`config.mk`:
```
export PLATFORM = sky130hd
export DESIGN_NAME = rng_stimulus_bank
export DESIGN_NICKNAME = d
export VERILOG_FILES = /design/src/rtl/rng_bank_pkg.sv /design/src/rtl/lfsr_channel.sv /design/src/rtl/rng_stimulus_bank.sv
export SDC_FILE = /design/constraint.sdc
export NUM_CORES = 1
export LEC_CHECK = 0
export CAP_MARGIN = 25
export CORE_UTILIZATION = 25
export DETAILED_ROUTE_END_ITERATION = 16
export SKIP_LAST_GASP = 1
export SLEW_MARGIN = 20
export SYNTH_ARGS = -nofsm -noshare
export SYNTH_HDL_FRONTEND = slang
export SYNTH_HIERARCHICAL = 1
export SYNTH_SLANG_ARGS = --single-unit
```
`constraint.sdc`:
```
create_clock -name clk -period 1.7 [get_ports clk]
set_input_delay 0.255 -clock clk [delete_from_list [all_inputs] [get_ports clk]]
set_output_delay 0.255 -clock clk [all_outputs]
set_load 0.05 [all_outputs]
```
`src/rtl/rng_bank_pkg.sv`:
```
// Shared helpers for the stimulus bank: maximal-length LFSR tap masks,
// per-channel seed computation and the MISR fold chunk count.
package rng_bank_pkg;

  localparam int MAX_LFSR_WIDTH = 64;

  function automatic logic [63:0] tap_bit(input int n);
    return 64'd1 << (n - 1);
  endfunction

  function automatic logic [63:0] taps2(input int a, input int b);
    return tap_bit(a) | tap_bit(b);
  endfunction

  function automatic logic [63:0] taps4(input int a, input int b, input int c, input int d);
    return taps2(a, b) | taps2(c, d);
  endfunction

  // Tap n of a classic tap table maps to mask bit n-1; width 8 yields 8'hB8.
  function automatic logic [63:0] lfsr_taps(input int width);
    logic [63:0] t;
    case (width)
      2:  t = taps2(2, 1);
      3:  t = taps2(3, 2);
      4:  t = taps2(4, 3);
      5:  t = taps2(5, 3);
      6:  t = taps2(6, 5);
      7:  t = taps2(7, 6);
      8:  t = taps4(8, 6, 5, 4);
      9:  t = taps2(9, 5);
      10: t = taps2(10, 7);
      11: t = taps2(11, 9);
      12: t = taps4(12, 6, 4, 1);
      13: t = taps4(13, 4, 3, 1);
      14: t = taps4(14, 5, 3, 1);
      15: t = taps2(15, 14);
      16: t = taps4(16, 15, 13, 4);
      17: t = taps2(17, 14);
      18: t = taps2(18, 11);
      19: t = taps4(19, 6, 2, 1);
      20: t = taps2(20, 17);
      21: t = taps2(21, 19);
      22: t = taps2(22, 21);
      23: t = taps2(23, 18);
      24: t = taps4(24, 23, 22, 17);
      25: t = taps2(25, 22);
      26: t = taps4(26, 6, 2, 1);
      27: t = taps4(27, 5, 2, 1);
      28: t = taps2(28, 25);
      29: t = taps2(29, 27);
      30: t = taps4(30, 6, 4, 1);
      31: t = taps2(31, 28);
      32: t = taps4(32, 22, 2, 1);
      33: t = taps2(33, 20);
      34: t = taps4(34, 27, 2, 1);
      35: t = taps2(35, 33);
      36: t = taps2(36, 25);
      37: t = taps4(37, 5, 4, 3) | taps2(2, 1);
      38: t = taps4(38, 6, 5, 1);
      39: t = taps2(39, 35);
      40: t = taps4(40, 38, 21, 19);
      41: t = taps2(41, 38);
      42: t = taps4(42, 41, 20, 19);
      43: t = taps4(43, 42, 38, 37);
      44: t = taps4(44, 43, 18, 17);
      45: t = taps4(45, 44, 42, 41);
      46: t = taps4(46, 45, 26, 25);
      47: t = taps2(47, 42);
      48: t = taps4(48, 47, 21, 20);
      49: t = taps2(49, 40);
      50: t = taps4(50, 49, 24, 23);
      51: t = taps4(51, 50, 36, 35);
      52: t = taps2(52, 49);
      53: t = taps4(53, 52, 38, 37);
      54: t = taps4(54, 53, 18, 17);
      55: t = taps2(55, 31);
      56: t = taps4(56, 55, 35, 34);
      57: t = taps2(57, 50);
      58: t = taps2(58, 39);
      59: t = taps4(59, 58, 38, 37);
      60: t = taps2(60, 59);
      61: t = taps4(61, 60, 46, 45);
      62: t = taps4(62, 61, 6, 5);
      63: t = taps2(63, 62);
      64: t = taps4(64, 63, 61, 60);
      default: t = '0;
    endcase
    return t;
  endfunction

  // A seed that wraps to zero would lock the LFSR, so it becomes 1.
  function automatic logic [63:0] ch_seed(input logic [63:0] base, input logic [63:0] stride,
                                          input int idx, input int width);
    logic [63:0] s;
    logic [63:0] m;
    m = (width >= MAX_LFSR_WIDTH) ? '1 : ((64'd1 << width) - 64'd1);
    s = (base + 64'(idx) * stride) & m;
    return (s == '0) ? 64'd1 : s;
  endfunction

  function automatic int fold_chunks(input int obs_w, input int sig_w);
    return (obs_w + sig_w - 1) / sig_w;
  endfunction

endpackage

```
`src/rtl/lfsr_channel.sv`:
```
// One Fibonacci shift-left LFSR channel with synchronous seed load and step enable.
module lfsr_channel
  import rng_bank_pkg::*;
#(
  parameter int               WIDTH = 8,
  parameter logic [WIDTH-1:0] SEED  = 1
) (
  input  logic             clk,
  input  logic             reset,
  input  logic             load,
  input  logic             step,
  output logic [WIDTH-1:0] state
);

  localparam logic [63:0]      TAPS_FULL = lfsr_taps(WIDTH);
  localparam logic [WIDTH-1:0] TAPS      = TAPS_FULL[WIDTH-1:0];

  logic [WIDTH-1:0] state_q, state_d;

  always_comb begin
    state_d = state_q;
    if (load)      state_d = SEED;
    else if (step) state_d = {state_q[WIDTH-2:0], ^(state_q & TAPS)};
  end

  always_ff @(posedge clk or posedge reset) begin
    if (reset) state_q <= SEED;
    else       state_q <= state_d;
  end

  assign state = state_q;

endmodule

```
`src/rtl/rng_stimulus_bank.sv`:
```
// Bank of seeded LFSR stimulus channels plus a windowed MISR that compacts
// observed DUT outputs into a published signature.
module rng_stimulus_bank
  import rng_bank_pkg::*;
#(
  parameter int          NUM_CH      = 6,
  parameter int          CH_WIDTH    = 64,
  parameter logic [63:0] SEED_BASE   = 64'd3,
  parameter logic [63:0] SEED_STRIDE = 64'd2,
  parameter int          OBS_WIDTH   = 64,
  parameter int          SIG_WIDTH   = 16,
  parameter int          SIG_WINDOW  = 1024
) (
  input  logic                         clk,
  input  logic                         reset,
  input  logic                         step_en,
  input  logic [NUM_CH-1:0]            ch_hold,
  input  logic                         reseed,
  input  logic                         sig_clear,
  output logic [NUM_CH*CH_WIDTH-1:0]   stim_out,
  input  logic [OBS_WIDTH-1:0]         obs_in,
  output logic [SIG_WIDTH-1:0]         sig_out,
  output logic                         sig_valid
);

  localparam int                   CHUNKS    = fold_chunks(OBS_WIDTH, SIG_WIDTH);
  localparam int                   PAD_W     = CHUNKS * SIG_WIDTH;
  localparam int                   CNT_W     = $clog2(SIG_WINDOW);
  localparam logic [CNT_W-1:0]     CNT_LAST  = CNT_W'(SIG_WINDOW - 1);
  localparam logic [63:0]          MT_FULL   = lfsr_taps(SIG_WIDTH);
  localparam logic [SIG_WIDTH-1:0] MISR_TAPS = MT_FULL[SIG_WIDTH-1:0];

  for (genvar i = 0; i < NUM_CH; i++) begin : g_ch
    localparam logic [63:0] SEED_I = ch_seed(SEED_BASE, SEED_STRIDE, i, CH_WIDTH);
    lfsr_channel #(
      .WIDTH (CH_WIDTH),
      .SEED  (SEED_I[CH_WIDTH-1:0])
    ) u_ch (
      .clk   (clk),
      .reset (reset),
      .load  (reseed),
      .step  (step_en & ~ch_hold[i]),
      .state (stim_out[i*CH_WIDTH +: CH_WIDTH])
    );
  end

  logic [SIG_WIDTH-1:0] acc_q, acc_d;
  logic [CNT_W-1:0]     cnt_q, cnt_d;
  logic [SIG_WIDTH-1:0] sig_q, sig_d;
  logic                 sig_valid_q, sig_valid_d;
  logic [PAD_W-1:0]     obs_pad;
  logic [SIG_WIDTH-1:0] fold;
  logic [SIG_WIDTH-1:0] acc_step;

  always_comb begin
    obs_pad = PAD_W'(obs_in);
    fold    = '0;
    for (int c = 0; c < CHUNKS; c++) fold ^= obs_pad[c*SIG_WIDTH +: SIG_WIDTH];
    acc_step = {acc_q[SIG_WIDTH-2:0], ^(acc_q & MISR_TAPS)} ^ fold;
  end

  // Clear wins over both compaction and publication in the same cycle.
  always_comb begin
    acc_d       = acc_q;
    cnt_d       = cnt_q;
    sig_d       = sig_q;
    sig_valid_d = 1'b0;
    if (sig_clear) begin
      acc_d = '0;
      cnt_d = '0;
    end else if (step_en) begin
      if (cnt_q == CNT_LAST) begin
        sig_d       = acc_step;
        sig_valid_d = 1'b1;
        acc_d       = '0;
        cnt_d       = '0;
      end else begin
        acc_d = acc_step;
        cnt_d = cnt_q + CNT_W'(1);
      end
    end
  end

  always_ff @(posedge clk or posedge reset) begin
    if (reset) begin
      acc_q       <= '0;
      cnt_q       <= '0;
      sig_q       <= '0;
      sig_valid_q <= 1'b0;
    end else begin
      acc_q       <= acc_d;
      cnt_q       <= cnt_d;
      sig_q       <= sig_d;
      sig_valid_q <= sig_valid_d;
    end
  end

  assign sig_out   = sig_q;
  assign sig_valid = sig_valid_q;

endmodule
```
==> qor.csv <==
metric,value,unit
cpLargestDelayFamily,simple AND/OR/NAND/NOR gates,
cp-startpoint,cnt_q[1],
synth_area_leaders,"dfrtp_1, mux2i_1, nor2_1",
period_share,0.9650,
relSlewSlack,0.7267,
synth_top_flop_cell,dfrtp_1,
grt_start_max_net_pins,65,
yosys_warnings,6,
die_y,272.0,um
io_buffers,475,
clock_path_buffers,3,
wl_per_cell,16.35,um
timing.final.hold_violations,0,
rsz0062_at_grt,false,
coreArea,71850,um^2
clkLatencyLatePin,0.56,ns
status,"finished, final reports clean",
cp_max_fo,10,
critPathMaxStageDelay,0.35,ns
dieArea,73980,um^2
dp_slack,-0.2519,ns
finalClockSkew,0.01404,ns
fill_cells,7145,
r2r.worst_path.cells,6,
cp.arrival,2.08,ns
track_usage,0.1297,
power,22.80,mW
io_pins,476,
cp_cell_sequence,"ha_2, and4_4, nand3_2, or2_4, buf_12, mux2_4",
asyncSetResetFlopFracSynth,1.000,
period_minus_slack,1.640,ns
max_slew.worst_pin.slew,0.4092,ns
critPathBufInv,1,
synth_area,18220,um^2
power.density,898.2,nW/um^2
area_growth,39.28,%
crit_path_top_delay_cell,dfrtp_1,
ys_seq_area_frac,0.5874,
wirelength,48840,um
dr.pass1.iters,4,
numCtsBuffers,49,
gp_congestion,0.7880,
clkSlewWorstSetupHoldPaths,0.06,ns
gr-total-overflow,0,
start_kind,flip-flop,
place.detailed.hpwl,35240,um
clkSinkCount,427,
die_x,272.0,um
post-route-util,0.3532,
start_util,0.2536,
std_cell_rows,98,
vias,12690,
synth_cells,1472,
syn_nets,1548,
maxCapViolCount,0,
num_antenna_cells,0,
dpl_cell_area,23840,um^2
required,2.14,ns
drive_above_1_share,0.3018,
ys_ff_latch,427,
htreeDepth,2,
synth_cell_types,34,
hold_class,input port to async pin,
avgSynthCellArea,12.38,um^2
synth_top_area_cell,dfrtp_1,
rrSetupSlack,0.06,ns
yosysTopAreaCellShare,0.5657,
grt_pass1_vias,13230,
leakage,12.22,nW
end_kind,flip-flop,
viasPerCell,4.247,
drtIter0Drc,524,
fin_area,25380,um^2
finalSetupViolCount,0,
fmax,609.6,MHz
crit-reg2reg-launch,cnt_q[1],
maxSlewViolCount,0,
antenna_found_initial,1,
remaining_drc_errors,0,
synth_edf_count,0,
critPathKind,flip-flop to flip-flop,
r2r_end,sig_out[0],
grt_pass1_wl,76940,um
vdd_drop_max,0.5986,mV
postRouteAntennaNets,0,
fin_ws,0.05957,ns
clk_root_buffer_cell,clkbuf_16,
final_nets,2077,
cts_tree,built,
[through the flow]
step | setup TNS (ns) | hold WS, ns | std cells
2_1_floorplan | -1.482 | 0.3214 | 1472
3_3_place_gp | -57.05 | 0.4908 | 2899
3_5_place_dp | -61.94 | 0.5041 | 2899
4_1_cts | 0 | 0.1769 | 2988
5_1_grt | 0 | 0.1883 | 2988
6_report | 0 | 0.1902 | 2988
[report_power, final]
group	switching (mW)	total [mW]	internal, mW	leakage [nW]
Combinational	1.25	2.26	1.01	5.60
Clock	4.16	10.1	5.94	0.739
Sequential	0.113	10.4	10.3	5.89
[tightest hold or removal path, stage by stage]
cell and delay, ns:
clkdlybuf4s50_1 0.39, buf_4 0.23, clkinvlp_4 0.23
[cell usage after synthesis, types with 8 or more instances]
master and count:
a22o_1 17, a31oi_1 8, buf_1 9, buf_2 8, buf_6 13, buf_8 24, clkbuf_1 30, dfrtp_1 412
dfstp_2 15, inv_1 14, mux2_4 10, mux2i_1 379, nand2_1 16, nor2_1 373, nor3_1 8, xnor2_1 84
[cell families (layout without fill, tap and decap cells)]
group                      Yosys count  count (layout)  synth area share
DFF                                427             427            0.5874
and+or+nand+nor                    423             423           0.09125
muxes                              396             396            0.2207
buffers and inverters              106             672           0.04490
xor gates and xnor gates            87              87           0.04181
AOI/OAI and AO/OA                   32              32           0.01325
adders and majority gates            1               1         0.0006865
[routing by layer]
layer / track usage / vias to the layer above / routed length, um
li1: - / 5968 / -
met1: 0.1604 / 6308 / 20510
met2: 0.2165 / 334 / 23710
met4: 0.03489 / 2 / 1132
met3: 0.04205 / 78 / 3474
met5: 0 / - / 17
[final cells by class]
type | instances | area, um^2 | share of cell area
Inverter | 14 | 75.07 | 0.002958
Multi-Input combinational cell | 939 | 6754 | 0.2661
Clock inverter | 12 | 126.4 | 0.004979
Sequential cell | 427 | 10710 | 0.4218
Tap cell | 950 | 1189 | 0.04683
Timing Repair Buffer | 570 | 5135 | 0.2023
Clock buffer | 76 | 1398 | 0.05506
[worst max path at each step]
stage                                   to  slack, ns  cells after the start
floorplan                       sig_out[0]      -0.15                      8
global placement                sig_out[2]      -0.22                      6
detailed placement  g_ch[4].u_ch/state[29]      -0.25                      6
CTS                             sig_out[2]       0.02                      6
global route                      cnt_q[6]      0.002                      6
finish                          sig_out[0]       0.06                      6
[what timing repair did]
action	CTS	global route
setup endpoints to repair	0	17
hold buffers	1	0
resized for setup	0	3
buffers inserted	0	0
endpoints found under the hold margin	12	0
[cells in the final DEF, fill, tap and decap left out, drive strengths merged]
master         count
mux2i            379
clkinvlp           8
a22o              17
a21oi              5
o21ai              1
clkbuf            76
nand4              3
clkinv             7
clkdlybuf4s50     73
xor2               3
mux2              17
ha                 1
or2                1
and4               2
buf              496
nor2b              6
nand2             16
and2               1
and3               2
inv                9
xnor2             84
dfrtp            412
bufinv             2
a31oi              9
or3                2
nand3              8
nor2             373
dfstp             15
dlygate4sd3        1
nand2b             1
nor3               8
[flip-flops by register name (all words and copies together), names as in the netlist]
signal,count
sig_out,16
cnt_q,10
acc_q,16
sig_valid,1
g_ch.u_ch/state,384
Power figures use the tool's default switching activity.
